### src/rtl/apb3_completer_pkg.sv
// rtl/apb3_completer_pkg.sv - shared types and constants for the APB3 memory completer
package apb3_completer_pkg;

    typedef enum logic {
        IDLE   = 1'b0,
        ACCESS = 1'b1
    } completer_state_e;

    typedef enum logic [1:0] {
        MEM = 2'd0,
        CNT = 2'd1,
        ERR = 2'd2
    } decode_e;

    // Counter word indices, relative to Depth
    localparam int unsigned WrCntOffset  = 0;
    localparam int unsigned RdCntOffset  = 1;
    localparam int unsigned ErrCntOffset = 2;

endpackage

### src/rtl/renode_apb3_if.sv
// rtl/renode_apb3_if.sv - APB3 bus bundle with requester and completer views
interface renode_apb3_if #(
    parameter int unsigned AddressWidth = 32,
    parameter int unsigned DataWidth    = 32
);
    logic [AddressWidth-1:0] paddr;
    logic                    psel;
    logic                    penable;
    logic                    pwrite;
    logic [DataWidth-1:0]    pwdata;
    logic                    pready;
    logic [DataWidth-1:0]    prdata;
    logic                    pslverr;

    modport requester (
        output paddr, psel, penable, pwrite, pwdata,
        input  pready, prdata, pslverr
    );

    modport completer (
        input  paddr, psel, penable, pwrite, pwdata,
        output pready, prdata, pslverr
    );
endinterface

### src/rtl/apb3_completer_decode.sv
// rtl/apb3_completer_decode.sv - address decode with alignment and range checks
module apb3_completer_decode
    import apb3_completer_pkg::*;
#(
    parameter int unsigned             AddressWidth = 32,
    parameter int unsigned             DataWidth    = 32,
    parameter int unsigned             Depth        = 16,
    parameter logic [AddressWidth-1:0] BaseAddress  = '0,
    localparam int unsigned            IdxW         = $clog2(Depth)
) (
    input  logic [AddressWidth-1:0] addr,
    input  logic                    write,
    output decode_e                 kind,
    output logic [IdxW-1:0]         idx,
    output logic [1:0]              cnt_sel
);
    localparam int unsigned             ByteBits  = $clog2(DataWidth / 8);
    localparam logic [AddressWidth-1:0] AlignMask = AddressWidth'((DataWidth / 8) - 1);
    localparam logic [AddressWidth-1:0] DepthA    = AddressWidth'(Depth);
    localparam logic [AddressWidth-1:0] LastCnt   = AddressWidth'(ErrCntOffset);

    logic [AddressWidth-1:0] off;
    logic [AddressWidth-1:0] word;
    logic [AddressWidth-1:0] cnt_word;

    // Classify the byte address; counters are read-only so a write to one is an error
    always_comb begin
        off      = addr - BaseAddress;
        word     = off >> ByteBits;
        cnt_word = word - DepthA;
        idx      = word[IdxW-1:0];
        cnt_sel  = cnt_word[1:0];
        kind     = ERR;
        if ((addr >= BaseAddress) && ((off & AlignMask) == '0)) begin
            if (word < DepthA) begin
                kind = MEM;
            end else if (!write && (cnt_word <= LastCnt)) begin
                kind = CNT;
            end
        end
    end
endmodule

### src/rtl/apb3_memory_completer.sv
// rtl/apb3_memory_completer.sv - APB3 completer: word memory, transfer counters, wait states
module apb3_memory_completer
    import apb3_completer_pkg::*;
#(
    parameter int unsigned             AddressWidth = 32,
    parameter int unsigned             DataWidth    = 32,
    parameter int unsigned             Depth        = 16,
    parameter logic [AddressWidth-1:0] BaseAddress  = '0,
    parameter int unsigned             WaitStates   = 1
) (
    input  logic              pclk,
    input  logic              presetn,
    renode_apb3_if.completer  apb
);
    localparam int unsigned IdxW     = $clog2(Depth);
    localparam logic [3:0]  WaitInit = 4'(WaitStates);

    typedef logic [DataWidth-1:0] word_t;

    completer_state_e        state_q, state_d;
    logic [3:0]              wait_q, wait_d;
    logic [AddressWidth-1:0] addr_q, addr_d;
    logic                    write_q, write_d;
    word_t                   wdata_q, wdata_d;
    logic                    pready_q, pready_d;
    word_t                   prdata_q, prdata_d;
    logic                    pslverr_q, pslverr_d;
    word_t                   mem_q [Depth];
    word_t                   mem_d [Depth];
    word_t                   wrcnt_q, wrcnt_d;
    word_t                   rdcnt_q, rdcnt_d;
    word_t                   errcnt_q, errcnt_d;

    logic [AddressWidth-1:0] dec_addr;
    logic                    dec_write;
    decode_e                 dec_kind;
    logic [IdxW-1:0]         dec_idx;
    logic [1:0]              dec_cnt_sel;
    word_t                   rd_value;
    logic                    respond;

    function automatic word_t sat_inc(input word_t v);
        return (v == '1) ? v : v + word_t'(1);
    endfunction

    // Decode the live bus during setup (needed for zero wait states), the latched copy afterwards
    always_comb begin
        dec_addr  = (state_q == IDLE) ? apb.paddr  : addr_q;
        dec_write = (state_q == IDLE) ? apb.pwrite : write_q;
    end

    apb3_completer_decode #(
        .AddressWidth (AddressWidth),
        .DataWidth    (DataWidth),
        .Depth        (Depth),
        .BaseAddress  (BaseAddress)
    ) u_decode (
        .addr    (dec_addr),
        .write   (dec_write),
        .kind    (dec_kind),
        .idx     (dec_idx),
        .cnt_sel (dec_cnt_sel)
    );

    // Read value for the decoded target; counters show their value before this transfer
    always_comb begin
        rd_value = '0;
        case (dec_kind)
            MEM: rd_value = mem_q[dec_idx];
            CNT: begin
                case (dec_cnt_sel)
                    2'(WrCntOffset):  rd_value = wrcnt_q;
                    2'(RdCntOffset):  rd_value = rdcnt_q;
                    2'(ErrCntOffset): rd_value = errcnt_q;
                    default:          rd_value = '0;
                endcase
            end
            default: rd_value = '0;
        endcase
    end

    // Transfer FSM, wait-state countdown, response generation and commit
    always_comb begin
        state_d   = state_q;
        wait_d    = wait_q;
        addr_d    = addr_q;
        write_d   = write_q;
        wdata_d   = wdata_q;
        pready_d  = pready_q;
        prdata_d  = prdata_q;
        pslverr_d = pslverr_q;
        mem_d     = mem_q;
        wrcnt_d   = wrcnt_q;
        rdcnt_d   = rdcnt_q;
        errcnt_d  = errcnt_q;
        respond   = 1'b0;

        case (state_q)
            IDLE: begin
                if (apb.psel && !apb.penable) begin
                    state_d = ACCESS;
                    addr_d  = apb.paddr;
                    write_d = apb.pwrite;
                    wdata_d = apb.pwdata;
                    wait_d  = WaitInit;
                    respond = (WaitInit == 4'd0);
                end
            end
            ACCESS: begin
                if (!apb.psel) begin
                    state_d   = IDLE;
                    wait_d    = '0;
                    pready_d  = 1'b0;
                    prdata_d  = '0;
                    pslverr_d = 1'b0;
                end else if (pready_q) begin
                    if (apb.penable) begin
                        state_d   = IDLE;
                        pready_d  = 1'b0;
                        prdata_d  = '0;
                        pslverr_d = 1'b0;
                        case (dec_kind)
                            MEM: begin
                                if (write_q) begin
                                    mem_d[dec_idx] = wdata_q;
                                    wrcnt_d        = sat_inc(wrcnt_q);
                                end else begin
                                    rdcnt_d = sat_inc(rdcnt_q);
                                end
                            end
                            ERR:     errcnt_d = sat_inc(errcnt_q);
                            default: ;
                        endcase
                    end
                end else if (wait_q <= 4'd1) begin
                    wait_d  = '0;
                    respond = 1'b1;
                end else begin
                    wait_d = wait_q - 4'd1;
                end
            end
            default: state_d = IDLE;
        endcase

        if (respond) begin
            pready_d  = 1'b1;
            pslverr_d = (dec_kind == ERR);
            prdata_d  = dec_write ? '0 : rd_value;
        end
    end

    // State, response and storage registers
    always_ff @(posedge pclk or negedge presetn) begin
        if (!presetn) begin
            state_q   <= IDLE;
            wait_q    <= '0;
            addr_q    <= '0;
            write_q   <= 1'b0;
            wdata_q   <= '0;
            pready_q  <= 1'b0;
            prdata_q  <= '0;
            pslverr_q <= 1'b0;
            wrcnt_q   <= '0;
            rdcnt_q   <= '0;
            errcnt_q  <= '0;
            for (int i = 0; i < Depth; i++) begin
                mem_q[i] <= '0;
            end
        end else begin
            state_q   <= state_d;
            wait_q    <= wait_d;
            addr_q    <= addr_d;
            write_q   <= write_d;
            wdata_q   <= wdata_d;
            pready_q  <= pready_d;
            prdata_q  <= prdata_d;
            pslverr_q <= pslverr_d;
            wrcnt_q   <= wrcnt_d;
            rdcnt_q   <= rdcnt_d;
            errcnt_q  <= errcnt_d;
            for (int i = 0; i < Depth; i++) begin
                mem_q[i] <= mem_d[i];
            end
        end
    end

    assign apb.pready  = pready_q;
    assign apb.prdata  = prdata_q;
    assign apb.pslverr = pslverr_q;
endmodule

### src/flat_wrapper.sv
// flat-port wrapper written by rule: the top's interface ports become plain ports
module apb3_memory_completer_flat import apb3_completer_pkg::*;
#(
    parameter int unsigned             AddressWidth = 32,
    parameter int unsigned             DataWidth    = 32,
    parameter int unsigned             Depth        = 16,
    parameter logic [AddressWidth-1:0] BaseAddress  = '0,
    parameter int unsigned             WaitStates   = 1
)
  (pclk, presetn, apb_paddr, apb_psel, apb_penable, apb_pwrite, apb_pwdata, apb_pready, apb_prdata, apb_pslverr);
  renode_apb3_if #(.AddressWidth(AddressWidth), .DataWidth(DataWidth)) apb_i ();
  input  logic pclk;
  input  logic presetn;
  input wire logic [$bits(apb_i.paddr)-1:0] apb_paddr;
  input wire logic [$bits(apb_i.psel)-1:0] apb_psel;
  input wire logic [$bits(apb_i.penable)-1:0] apb_penable;
  input wire logic [$bits(apb_i.pwrite)-1:0] apb_pwrite;
  input wire logic [$bits(apb_i.pwdata)-1:0] apb_pwdata;
  output wire logic [$bits(apb_i.pready)-1:0] apb_pready;
  output wire logic [$bits(apb_i.prdata)-1:0] apb_prdata;
  output wire logic [$bits(apb_i.pslverr)-1:0] apb_pslverr;
  assign apb_i.paddr = apb_paddr;
  assign apb_i.psel = apb_psel;
  assign apb_i.penable = apb_penable;
  assign apb_i.pwrite = apb_pwrite;
  assign apb_i.pwdata = apb_pwdata;
  assign apb_pready = apb_i.pready;
  assign apb_prdata = apb_i.prdata;
  assign apb_pslverr = apb_i.pslverr;
  apb3_memory_completer #(.AddressWidth(AddressWidth), .DataWidth(DataWidth), .Depth(Depth), .BaseAddress(BaseAddress), .WaitStates(WaitStates)) u_core (.pclk(pclk), .presetn(presetn), .apb(apb_i));
endmodule
### config.mk
export PLATFORM = sky130hd
export DESIGN_NAME = apb3_memory_completer_flat
export DESIGN_NICKNAME = d
export VERILOG_FILES = /design/src/rtl/apb3_completer_pkg.sv /design/src/rtl/renode_apb3_if.sv /design/src/rtl/apb3_completer_decode.sv /design/src/rtl/apb3_memory_completer.sv /design/src/flat_wrapper.sv
export SDC_FILE = /design/constraint.sdc
export NUM_CORES = 1
export LEC_CHECK = 0
export CORE_ASPECT_RATIO = 0.75
export CORE_MARGIN = 2
export CORE_UTILIZATION = 25
export DETAILED_ROUTE_END_ITERATION = 10
export SYNTH_ARGS = -nofsm -noshare
export SYNTH_HDL_FRONTEND = slang
export SYNTH_HIERARCHICAL = 1
export SYNTH_SLANG_ARGS = --single-unit
### constraint.sdc
create_clock -name pclk -period 3.8 [get_ports pclk]
set_clock_uncertainty 0.1 [all_clocks]
set_input_delay 0.57 -clock pclk [delete_from_list [all_inputs] [get_ports pclk]]
set_output_delay 0.57 -clock pclk [all_outputs]
set_load 0.05 [all_outputs]
==> impl_metrics.yaml <==
status:
  status: "complete, but fails checks"
  violations: "negative setup slack"
timing:
  hold_violations: 0
  period_share: 1.008
  hold_slack_ns: 0.3420
  fin_ws_ns: -0.02997
  fin_tns_setup_ns: -0.2564
  finalCriticalPeriod_ns: 3.830
  worst_slew_pin_slew_ns: 0.9042
  setup_viol: 17
  slew_headroom: 0.3972
  slew_viol_final: 0
  grt_setup_unrepaired: "yes"
  fmax_ghz: 0.2611
pwr:
  leakage_nw: 17.95
  p_int_w: 0.01262
  switching_power_w: 0.004397
  pwr-share-comb: 0.090
  swShare: 0.2583
  peakVddDrop_uv: 302.9
  p_per_area_nw_per_um2: 425.8
  p_seq_frac: 0.480
  clkPwrFrac: 0.430
synth:
  synth_nets: 2373
  ys_seq_area_frac: 0.5415
  ys.flop_type: "dfrtp_1"
  avgSynthCellArea_sq_um: 14.31
  synth_edf_count: 0
  syn_area_sq_um: 32900
  ys_types: 60
  synth_seq_cells: 712
  synth_warnings: 6
  syn_inst: 2299
  synthArstFlopShare: 1.000
critical_path:
  arrival_ns: 4.25
  endpoint_kind: "flip-flop"
  required_ns: 4.22
  critPathMaxStageDelay_ns: 0.49
  critPathSlowestCell: "nor4_1"
  critical_path_class: "reg -> reg"
  crit_chain: "buf_12 > buf_6 > mux2_2 > nor4_1 > buf_4 > o211ai_1 > nand4b_1 > or2_4 > buf_8 > nor4b_4 > buf_6 > bufbuf_16 > mux2_2"
  cp-start-kind: "flip-flop"
  critPathMaxFanout: 12
placed_design:
  pre_cts_ws_ns: -0.7230
  port_buffers: 102
  dp.cells: 4120
  place.gp.congestion: 0.7957
  hpwl_microns: 56190
cts:
  htreeDepth: 3
  clk_transition_reported_paths_ns: 0.06
  cts_buffers: 71
  clock_latency_ns: 0.64
  cts_root_buffer: "clkbuf_16"
  tritoncts: "done"
  cts_buffer_depth: 3
  clkSinkCount: 712
detailed_routing:
  wl_per_cell_microns: 20.63
  drt-vias-per-instance: 4.716
  drtIter0Drc: 1718
  drt_first_pass_iters: 7
  antenna_left: 0
  wirelength_microns: 88040
  drc: 0
  vias: 20130
floorplanning:
  rows: 115
  die_height_microns: 318.2
  dieArea_sq_um: 134600
  boundaryPins: 103
  coreArea_sq_um: 130800
  die_w_microns: 422.9
  initial_core_util: 0.2516
grt:
  antenna_found_initial: 2
  grt_pass1_vias: 20330
  grt_start_max_net_pins: 127
  grt_overflow: 0
  grt_pass1_wl_microns: 134000
  grtUsageTotal: 0.1290
cells_and_area:
  final_cells: 4268
  drive_gt1_frac: 0.4233
  syn2layout_area_growth_pct: 21.49
  post-route-util: 0.3056
  nets: 2531
worst_hold_path:
  min_path_type: "in -> async"
run:
  cap_violations: 0
critical path: cells and delay by family (launching register included):
| kind | cells | cell delay [ns] |
|---|---|---|
| DFF | 1 | 0.39 |
| buffers and inverters | 6 | 1.14 |
| muxes | 2 | 0.66 |
| and+or+nand+nor | 4 | 1.26 |
| AOI/OAI and AO/OA | 1 | 0.11 |
power groups by stage:
stage,clock network [W],registers [W],logic [W]
detailed placement,0,0.00830,0.00153
global route,0.00784,0.00821,0.00167
floorplan,0,0.00805,0.000984
finish,0.00732,0.00816,0.00154
global placement,0,0.00830,0.00152
CTS,0.00752,0.00816,0.00155
registers in the layout, summed over array words and instances (netlist names):
| signal | count |
|---|---|
| u_core/rdcnt_q | 32 |
| u_core/state_q | 1 |
| u_core/errcnt_q | 32 |
| u_core/apb.pslverr | 1 |
| u_core/mem_q | 512 |
| u_core/apb.prdata | 32 |
| u_core/write_q | 1 |
| u_core/wdata_q | 32 |
| u_core/wait_q | 4 |
| u_core/addr_q | 32 |
| u_core/apb.pready | 1 |
| u_core/wrcnt_q | 32 |
cell families (layout without fill, tap and decap cells):
| kind of cell | after synthesis | after routing | share of synthesized area |
|---|---|---|---|
| AO/OA/AOI/OAI | 187 | 187 | 0.04065 |
| XOR/XNOR | 91 | 91 | 0.02422 |
| adder cells (fa/ha/maj) | 5 | 5 | 0.001901 |
| buffers and inverters | 193 | 405 | 0.02651 |
| flip-flops | 712 | 712 | 0.5415 |
| multiplexers | 773 | 773 | 0.3072 |
| other | 0 | 2 | 0 |
| AND/OR/NAND/NOR | 338 | 338 | 0.05803 |
timing repair:
item | CTS | global route
pin swaps | 3 | 5
buffers inserted | 5 | 6
hold endpoints to repair | 32 | 0
setup endpoints to repair | 516 | 523
hold buffers | 1 | 0
gates resized for setup | 18 | 33
cloned | 2 | 5
path summary, 6_finish.rpt:
kind                                        start                  to  slack [ns]  depth (start not counted)
worst min register to register  u_core/mem_q[295]   u_core/mem_q[295]        0.38                          1
worst min-delay path                      presetn  u_core/wdata_q[20]        0.34                          2
min in group pclk               u_core/mem_q[295]   u_core/mem_q[295]        0.38                          1
worst max register to register     u_core/state_q   u_core/mem_q[261]       -0.03                         13
worst max-delay path               u_core/state_q   u_core/mem_q[261]       -0.03                         13
max in group asynchronous                 presetn   u_core/mem_q[134]        2.01                          3
through the flow:
stage                     total power (W)  instance area (sq um)
after floorplan                  0.009032                  32940
after global placement           0.009826                  37060
after detailed placement         0.009833                  37060
after CTS                         0.01723                  39630
after global routing              0.01773                  39970
final                             0.01702                  39970
synth_stat cells (26+ instances only):
library cell | instances | share of area
dfrtp_1 | 712 | 0.54
mux2_2 | 604 | 0.21
mux4_2 | 128 | 0.088
clkbuf_1 | 103 | 0.012
nand2_1 | 86 | 0.0098
a22oi_1 | 64 | 0.015
xnor2_1 | 57 | 0.015
nand3_1 | 49 | 0.0075
buf_2 | 47 | 0.0071
o21ai_0 | 39 | 0.0059
nand4_1 | 38 | 0.0072
a21oi_1 | 35 | 0.0053
xor2_1 | 34 | 0.0091
a221o_1 | 32 | 0.0097
mux2i_1 | 32 | 0.0097
nor2_1 | 28 | 0.0032
and3_1 | 26 | 0.0049
per-layer routing:
layer  up-vias  track usage  share of wire
met1     10760       0.1931           0.48
met4         0      0.02633          0.014
met2       386       0.1905           0.45
met5         -            0              0
met3        90      0.02765          0.053
li1       8896            -              -
cells in the final DEF (no fill, tap or decap), drive strengths merged, types with 5 or more instances in the layout:
cell type and n:
nand4 38, a221o 32, mux2 613, nor2 28
buf 163, nor3b 5, bufinv 6, and3 26
nor4 25, nor2b 7, a22oi 64, clkbuf 105
and2 5, mux2i 32, xor2 34, mux4 128
dfrtp 712, xnor2 57, a21oi 35, inv 12
or3 6, nor3 24, nor4b 8, clkdlybuf4s50 101
and4 11, nand2 86, nand2b 5, nand3 49
ha 5, o21ai 40, clkinv 15
cell type report:
| type | count | area [sq um] |
|---|---|---|
| well taps | 1755 | 2196 |
| inverters | 8 | 30.03 |
| clock buffers | 101 | 2079 |
| fillers | 12930 | 90820 |
| clock inverters | 26 | 316.6 |
| multi-input cells | 1394 | 14460 |
| diodes | 2 | 5.005 |
| repair buffers | 270 | 3063 |
| flip-flops and latches | 712 | 17820 |
Power figures use the tool's default switching activity.
